### src/rtl/uart_receiver.sv
// UART receiver: 8 data bits, optional parity (CHECK_MODE), one stop bit, mid-bit sampling.
// Define UART_RX_GLITCH_FILTER_EN to take each bit as a 2-of-3 majority around mid-bit.
module uart_receiver #(
  parameter int    CLK_FREQUENCY = 60_000_000,
  parameter int    BAUD_RATE     = 115_200,
  parameter string CHECK_MODE    = "NO",
  localparam int   CNT_NUM       = CLK_FREQUENCY / BAUD_RATE
) (
  input  logic       i_clk,
  input  logic       i_rst_n,
  input  logic       i_rxd,
  output logic       o_busy,
  output logic       o_rx_valid,
  output logic [7:0] o_rx_data,
  output logic       o_parity_err,
  output logic       o_frame_err
);

  localparam int CW      = $clog2(CNT_NUM);
  localparam int MID     = CNT_NUM / 2;
  localparam bit PAR_ODD = (CHECK_MODE == "ODD");
  localparam bit PAR_EN  = (CHECK_MODE == "ODD") || (CHECK_MODE == "EVEN");

  typedef enum logic [2:0] {S_IDLE, S_START, S_DATA, S_PARITY, S_STOP} state_t;

  state_t          state_q, state_d;
  logic [CW-1:0]   baud_cnt_q, baud_cnt_d;
  logic [2:0]      bit_cnt_q, bit_cnt_d;
  logic [7:0]      shift_q, shift_d;
  logic            par_q, par_d;
  logic            rx_valid_q, rx_valid_d;
  logic [7:0]      rx_data_q, rx_data_d;
  logic            perr_q, perr_d;
  logic            ferr_q, ferr_d;
  logic            sync1_q, rxd_s_q, rxd_prev_q;
  logic            sample, decide, wrap;

`ifdef UART_RX_GLITCH_FILTER_EN
  localparam int DEC_CNT = MID + 1;
  logic rxd_prev2_q;

  always_ff @(posedge i_clk or negedge i_rst_n) begin
    if (!i_rst_n) rxd_prev2_q <= 1'b1;
    else          rxd_prev2_q <= rxd_prev_q;
  end

  // Majority of rxd_s over the three cycles ending at the decision count.
  assign sample = (rxd_prev2_q & rxd_prev_q) | (rxd_prev2_q & rxd_s_q) | (rxd_prev_q & rxd_s_q);
`else
  localparam int DEC_CNT = MID;
  assign sample = rxd_s_q;
`endif

  assign decide = (baud_cnt_q == CW'(DEC_CNT));
  assign wrap   = (baud_cnt_q == CW'(CNT_NUM - 1));

  always_ff @(posedge i_clk or negedge i_rst_n) begin
    if (!i_rst_n) begin
      sync1_q    <= 1'b1;
      rxd_s_q    <= 1'b1;
      rxd_prev_q <= 1'b1;
      state_q    <= S_IDLE;
      baud_cnt_q <= '0;
      bit_cnt_q  <= '0;
      shift_q    <= '0;
      par_q      <= 1'b0;
      rx_valid_q <= 1'b0;
      rx_data_q  <= '0;
      perr_q     <= 1'b0;
      ferr_q     <= 1'b0;
    end else begin
      sync1_q    <= i_rxd;
      rxd_s_q    <= sync1_q;
      rxd_prev_q <= rxd_s_q;
      state_q    <= state_d;
      baud_cnt_q <= baud_cnt_d;
      bit_cnt_q  <= bit_cnt_d;
      shift_q    <= shift_d;
      par_q      <= par_d;
      rx_valid_q <= rx_valid_d;
      rx_data_q  <= rx_data_d;
      perr_q     <= perr_d;
      ferr_q     <= ferr_d;
    end
  end

  always_comb begin
    state_d    = state_q;
    baud_cnt_d = wrap ? '0 : baud_cnt_q + CW'(1);
    bit_cnt_d  = bit_cnt_q;
    shift_d    = shift_q;
    par_d      = par_q;
    rx_valid_d = 1'b0;
    rx_data_d  = rx_data_q;
    perr_d     = perr_q;
    ferr_d     = ferr_q;
    case (state_q)
      S_IDLE: begin
        baud_cnt_d = '0;
        bit_cnt_d  = '0;
        if (rxd_prev_q && !rxd_s_q) state_d = S_START;
      end
      S_START: begin
        if (decide && sample) begin
          state_d    = S_IDLE;
          baud_cnt_d = '0;
        end else if (wrap) begin
          state_d = S_DATA;
        end
      end
      S_DATA: begin
        if (decide) shift_d = {sample, shift_q[7:1]};
        if (wrap) begin
          bit_cnt_d = bit_cnt_q + 3'd1;
          if (bit_cnt_q == 3'd7) state_d = PAR_EN ? S_PARITY : S_STOP;
        end
      end
      S_PARITY: begin
        if (decide) par_d = sample;
        if (wrap) state_d = S_STOP;
      end
      S_STOP: begin
        // Leave at the stop decision so a start edge right after the stop bit is caught.
        if (decide) begin
          state_d    = S_IDLE;
          baud_cnt_d = '0;
          rx_valid_d = 1'b1;
          rx_data_d  = shift_q;
          ferr_d     = !sample;
          if (PAR_EN) perr_d = PAR_ODD ? ~^{shift_q, par_q} : ^{shift_q, par_q};
          else        perr_d = 1'b0;
        end
      end
      default: begin
        state_d    = S_IDLE;
        baud_cnt_d = '0;
      end
    endcase
  end

  assign o_busy       = (state_q != S_IDLE);
  assign o_rx_valid   = rx_valid_q;
  assign o_rx_data    = rx_data_q;
  assign o_parity_err = perr_q;
  assign o_frame_err  = ferr_q;

endmodule

### config.mk
export PLATFORM = sky130hd
export DESIGN_NAME = uart_receiver
export DESIGN_NICKNAME = d
export VERILOG_FILES = /design/src/rtl/uart_receiver.sv
export SDC_FILE = /design/constraint.sdc
export NUM_CORES = 1
export LEC_CHECK = 0
export BUFFER_PORTS_ARGS = -buffer_cell sky130_fd_sc_hd__buf_2
export CAP_MARGIN = 30
export CORE_ASPECT_RATIO = 1.75
export CORE_MARGIN = 4
export CORE_UTILIZATION = 31
export DETAILED_ROUTE_END_ITERATION = 7
export PLACE_DENSITY = 0.51
export SLEW_MARGIN = 20
export SYNTH_ARGS = -nofsm -noshare
export SYNTH_HDL_FRONTEND = slang
export SYNTH_SLANG_ARGS = --single-unit
### constraint.sdc
create_clock -name i_clk -period 1.9 [get_ports i_clk]
set_clock_uncertainty 0.05 [all_clocks]
set_input_delay 0.095 -clock i_clk [delete_from_list [all_inputs] [get_ports i_clk]]
set_output_delay 0.095 -clock i_clk [all_outputs]
set_load 0.005 [all_outputs]
==> results of run 1 <==
## repair_timing
action	CTS	global route
gates resized for setup	1	1
hold endpoints to repair	35	0
gates cloned	0	0
pin swaps	2	0
setup buffers	2	1
hold buffers	2	0
setup endpoints to repair	18	8
## how the worst min path moves through the flow
stage,from,cells after the start,slack (ps),to
floorplan,i_rst_n,0,-250,baud_cnt_q[0]$_DFF_PN0_
global placement,i_rxd,1,150,sync1_q$_DFF_PN1_
detailed placement,i_rxd,1,150,sync1_q$_DFF_PN1_
CTS,sync1_q$_DFF_PN1_,0,310,rxd_s_q$_DFF_PN1_
global route,sync1_q$_DFF_PN1_,0,320,rxd_s_q$_DFF_PN1_
finish,sync1_q$_DFF_PN1_,0,310,rxd_s_q$_DFF_PN1_
## layout make-up
class,count,area (um^2)
Tap cell,74,92.6
Clock inverter,3,68.8
Multi-Input combinational cell,92,721
Inverter,6,22.5
Sequential cell,37,930
Fill cell,516,3160
Clock buffer,5,68.8
Timing Repair Buffer,34,231
## cell usage in the layout, fill, tap and decap left out, types with 6 or more instances in the layout
cell,netlist,routed
mux2_2,8,8
nand3_1,9,9
inv_1,6,6
buf_2,0,13
buf_4,1,18
xor2_1,7,7
nor2_1,15,15
o21ai_0,6,6
dfrtp_1,34,34
mux2_4,8,8
## power groups by stage
stage                     Sequential [mW]  Clock (mW)  Combinational (mW)
after floorplan                     0.961           0               0.197
after global placement              0.939           0               0.394
after detailed placement            0.943           0               0.410
after CTS                           0.929       0.843               0.413
after global routing                0.939       0.878               0.480
final                               0.929       0.815               0.425
## through the flow
stage / total power, mW / util, %
after detailed placement: 1.35 / 36.7
after floorplan: 1.16 / -
after CTS: 2.19 / 40.0
after global placement: 1.33 / 36.7
final: 2.17 / 40.3
after global routing: 2.30 / 40.3
## flip-flops by register name, indices dropped and copies added (netlist names)
register     count
state_q          3
baud_cnt_q      10
rxd_prev_q       1
o_rx_valid       1
bit_cnt_q        3
o_rx_data        8
sync1_q          1
o_frame_err      1
rxd_s_q          1
shift_q          8
## routing by layer
| layer | vias up | share of wire [%] | track usage [%] |
|---|---|---|---|
| met3 | 8 | 3.3 | 3.28 |
| met5 | - | 0 | 0 |
| met4 | 0 | 2.7 | 5.72 |
| met1 | 575 | 41 | 10.7 |
| met2 | 15 | 53 | 18.7 |
| li1 | 566 | - | - |
## kinds of logic (layout without fill, tap and decap cells)
logic type	Yosys count	count (layout)	synth area share, %
flip-flops	37	37	54.7
AO/OA/AOI/OAI	16	16	6.33
other	1	1	0.221
XOR/XNOR	9	9	4.64
adder cells (fa/ha/maj)	4	4	2.94
multiplexers	16	16	12.4
AND/OR/NAND/NOR	46	46	15.5
buffers and inverters	12	48	3.31
## worst max-delay path: cells and delay by family, from the launching register on
family / cells / cell delay (ps)
simple gates: 3 / 850
mux: 1 / 290
buf+inv: 1 / 170
flops: 1 / 410
==> flow_metrics.env, run 1 <==
export IMPL_cp_required_ps=2030
export IMPL_setup_viol=0
export IMPL_p_comb_share_pct=19.6
export IMPL_rsz0062_at_grt="true"
export IMPL_fin_setup_tns_ps=0
export IMPL_crit_start="baud_cnt_q[7]$_DFF_PN0_"
export IMPL_rrSetupSlack_ps=1
export IMPL_r2r_end="shift_q[1]$_DFFE_PN0P_"
export IMPL_synth_top_area_cell="dfrtp_1"
export IMPL_critPathArrivalTime_ps=2020
export IMPL_antenna_left=0
export IMPL_insertion_delay_ps=290
export IMPL_syn_area_um2=1700
export IMPL_p_switching_mw=0.560
export IMPL_grt_overflow=0
export IMPL_worst_slew_pin_slew_ps=812
export IMPL_hold_ws_ps=309
export IMPL_drive_gt1_share_pct=36.7
export IMPL_die_h_um=106
export IMPL_synthCells=141
export IMPL_period_needed_ps=1900
export IMPL_cp_slowest_stage_delay_ps=420
export IMPL_fp_row_count=35
export IMPL_cts_htree_levels=2
export IMPL_dp_hpwl_mm=2.29
export IMPL_area_growth_pct=25.5
export IMPL_dp_slack_ps=-51.3
export IMPL_io_buffers=13
export IMPL_r2r_start="baud_cnt_q[7]$_DFF_PN0_"
export IMPL_drt_iter0_markers=29
export IMPL_diodes=0
export IMPL_instances_no_fill=251
export IMPL_slew_headroom_pct=45.8
export IMPL_grt_start_max_net_pins=38
export IMPL_synth_top_area_share_pct=50.0
export IMPL_synth_edf_count=0
export IMPL_critPathCapture="shift_q[1]$_DFFE_PN0P_"
export IMPL_setup_slack_ps=1.28
export IMPL_vias=1164
export IMPL_clkSinkCount=37
export IMPL_antenna_found_initial=0
export IMPL_max_freq_ghz=0.527
export IMPL_cts_inserted_buffers=5
export IMPL_critical_path_class="reg2reg"
export IMPL_start_kind="register"
export IMPL_cts_root_buf="clkbuf_8"
export IMPL_reg2regPathDepth=5
export IMPL_fin_crit_sh_pct=99.9
export IMPL_cts_buffer_depth=2
export IMPL_ys_async_sr_fraction_pct=100
export IMPL_yosys_warnings=0
export IMPL_place_area_um2=1940
export IMPL_yosys_top_cells_area="dfrtp_1 (50%), mux2_4 (7.1%), mux2_2 (5.3%)"
export IMPL_hp_class="reg2reg"
export IMPL_track_usage_pct=10.5
export IMPL_drv_cap=0
export IMPL_power_leakage_nw=1.07
export IMPL_seqPwrFrac_pct=42.9
export IMPL_worstPathMaxFanout=8
export IMPL_sw_frac_of_total_pct=25.8
export IMPL_io_pins=15
export IMPL_synthTopCellsByCount="dfrtp_1 (34), nor2_1 (15), nand3_1 (9)"
export IMPL_die_area_um2=6780
export IMPL_clkTransAtPathRegs_ps=80
export IMPL_avgSynthCellArea_um2=12.1
export IMPL_final_area_um2=2130
export IMPL_gp_congestion=0.913
export IMPL_wirelength_mm=3.22
export IMPL_synth_flop_cell="dfrtp_1"
export IMPL_path_cells="nor4b_4 > nand3_2 > or4_1 > buf_6 > mux2_4"
export IMPL_hold_viol=0
export IMPL_via_per_inst=4.64
export IMPL_drv_slew=0
export IMPL_ys_seq_area_share_pct=54.7
export IMPL_start_util_pct=32.1
export IMPL_drc=0
export IMPL_p_int_mw=1.61
export IMPL_synth_most_common_cell="dfrtp_1"
export IMPL_dp_cells=238
export IMPL_cts_tree="done"
export IMPL_fp_dieW_um=64.0
export IMPL_end_kind="register"
export IMPL_core_um2=5300
export IMPL_dr_pass1_iters=4
export IMPL_cpMaxStageDelayCell="or4_1"
export IMPL_layout_nets=183
export IMPL_status="completed"
export IMPL_ys_seq_elements=37
export IMPL_grt_pass1_vias=1274
export IMPL_irDropWorstVdd_uv=669
export IMPL_synth_fp_nets=148
export IMPL_wl_per_cell_um=12.8
export IMPL_grt_pass1_wl_mm=5.56
export IMPL_power_density_nw_per_um2=1020
export IMPL_clkPwrFrac_pct=37.6
export IMPL_ys_types=34
(Power assumes the default switching activity.)
==> inputs of run 2 (changes only) <==
Settings changed: CORE_UTILIZATION 31 to 52, PLACE_DENSITY 0.51 to 0.76.
==> flow_metrics.env, run 2 (synthesis results as in run 1) <==
export IMPL_layout_nets=180
export IMPL_worst_slew_pin_slew_ps=801
export IMPL_power_density_nw_per_um2=939
export IMPL_fp_row_count=27
export IMPL_diodes=0
export IMPL_antenna_left=0
export IMPL_p_comb_share_pct=21.8
export IMPL_cts_htree_levels=2
export IMPL_hold_viol=0
export IMPL_final_seq_area_um2=930
export IMPL_setup_viol=1
export IMPL_grtUsageMet2_pct=28.9
export IMPL_wl_per_cell_um=14.5
export IMPL_p_int_mw=1.33
export IMPL_p_switching_mw=0.565
export IMPL_die_h_um=83.6
export IMPL_layout_common_cells="dfrtp_1 (34), buf_4 (16), nor2_1 (15)"
export IMPL_power_mw=1.90
export IMPL_met1_usage_pct=19.4
export IMPL_drv_cap=0
export IMPL_critPathArrivalTime_ps=2030
export IMPL_io_pins=15
export IMPL_cp_slowest_stage_delay_ps=540
export IMPL_clkPwrFrac_pct=29.1
export IMPL_largest_reg_flops=10
export IMPL_grt_pass1_vias=1246
export IMPL_max_freq_ghz=0.526
export IMPL_multi_input_area_um2=718
export IMPL_power_leakage_nw=1.03
export IMPL_seqPwrFrac_pct=49.1
export IMPL_drive_gt1_share_pct=35.6
export IMPL_fin_setup_tns_ps=-0.429
export IMPL_gp_congestion=0.846
export IMPL_cpMaxStageDelayCell="or4_4"
export IMPL_worstPathMaxFanout=8
export IMPL_drv_slew=0
export IMPL_grt_overflow=0
export IMPL_critical_path_class="reg2reg"
export IMPL_io_buffers=13
export IMPL_irDropWorstVdd_uv=724
export IMPL_core_um2=3140
export IMPL_area_growth_pct=18.8
export IMPL_cp_required_ps=2030
export IMPL_period_needed_ps=1900
export IMPL_busiest_layer="met2"
export IMPL_cts_root_buf="clkbuf_8"
export IMPL_cts_tree="done"
export IMPL_hp_class="reg2reg"
export IMPL_status="finished, violations left"
export IMPL_antenna_found_initial=0
export IMPL_slew_headroom_pct=46.6
export IMPL_via_per_inst=5.24
export IMPL_path_cells="inv_1 > ha_1 > and3b_2 > nand3_2 > or4_4 > mux2_4"
export IMPL_vias=1138
export IMPL_rsz0062_at_grt="true"
export IMPL_insertion_delay_ps=300
export IMPL_clkTransAtPathRegs_ps=70
export IMPL_start_kind="register"
export IMPL_sw_frac_of_total_pct=29.8
export IMPL_regMostFlops="baud_cnt_q"
export IMPL_violations="setup timing"
export IMPL_fin_crit_sh_pct=100
export IMPL_end_kind="register"
export IMPL_fp_dieW_um=51.2
export IMPL_clkSinkCount=37
export IMPL_setup_slack_ps=-0.429
export IMPL_dp_hpwl_mm=2.20
export IMPL_final_common_cell="dfrtp_1"
export IMPL_dr_pass1_iters=2
export IMPL_cts_buffer_depth=2
export IMPL_track_usage_pct=17.3
export IMPL_use_met3_pct=4.47
export IMPL_start_util_pct=54.1
export IMPL_cts_inserted_buffers=5
export IMPL_die_area_um2=4280
export IMPL_grt_start_max_net_pins=38
export IMPL_grt_pass1_wl_mm=5.57
export IMPL_drt_iter0_markers=10
export IMPL_drc=0
export IMPL_wirelength_mm=3.15
export IMPL_fill_cells=247
==> run 2: cell count changes in the layout (fill, tap and decap cells not counted), sizes merged <==
| cell | delta |
|---|---|
| buf | -3 |
| bufinv | -2 |
| clkinv | +1 |
| clkinvlp | +1 |
==> run 2: layer usage <==
layer	vias up	wire, um
met3	7	82
met4	0	82
li1	555	-
met5	-	0
met2	13	1700
met1	563	1290
==> run 2: worst paths after layout <==
check,slack (ps),startpoint,to,cells after the start
min in group asynchronous,370,i_rst_n,shift_q[2]$_DFFE_PN0P_,2
worst min register to register,310,sync1_q$_DFF_PN1_,rxd_s_q$_DFF_PN1_,0
worst max register to register,-0.4,baud_cnt_q[0]$_DFF_PN0_,shift_q[6]$_DFFE_PN0P_,6
worst max-delay path,-0.4,baud_cnt_q[0]$_DFF_PN0_,shift_q[6]$_DFFE_PN0P_,6
worst min-delay path,310,sync1_q$_DFF_PN1_,rxd_s_q$_DFF_PN1_,0
max in group asynchronous,910,i_rst_n,o_rx_data[3]$_DFFE_PN0P_,2
==> run 2: final cells by class <==
class | count | share of cell area (%)
Sequential cell | 37 | 46.0
Multi-Input combinational cell | 92 | 35.6
Timing Repair Buffer | 31 | 10.2
Clock buffer | 5 | 3.41
Tap cell | 43 | 2.66
Inverter | 6 | 1.12
Clock inverter | 3 | 1.05
==> run 2: power by group through the flow <==
stage	combinational (mW)	clock, mW	sequential (mW)
after floorplan	0.197	0	0.961
after global placement	0.386	0	0.939
after detailed placement	0.410	0	0.945
after CTS	0.415	0.566	0.931
after global routing	0.470	0.609	0.939
final	0.412	0.552	0.931
==> run 2: worst max-delay path: cells and delay by family, from the launching register on <==
kind,cells,cell delay (ps)
flops,1,390
fa+ha+maj,1,130
simple gates,3,820
mux,1,340
buf+inv,1,60
==> run 2: what timing repair did <==
action | in CTS | in global routing
setup buffers | 1 | 0
endpoints found under the setup margin | 18 | 8
endpoints found under the hold margin | 35 | 0
hold buffers | 2 | 0
gates resized for setup | 2 | 0
pin swaps | 1 | 0
==> run 2: per-stage QoR <==
| stage | setup slack [ps] | hold WS (ps) | cells | util [%] | cell area [um^2] |
|---|---|---|---|---|---|
| finish | -0.429 | 307 | 217 | 64.3 | 2020 |
| global route | -80.7 | 311 | 217 | 64.3 | 2020 |
| CTS | -22.8 | 307 | 218 | 64.6 | 2030 |
| detailed placement | -75.6 | 152 | 207 | 60.7 | 1910 |
| global placement | -12.7 | 151 | 207 | 60.7 | 1910 |
| floorplan | -44.4 | -251 | 141 | - | 1700 |
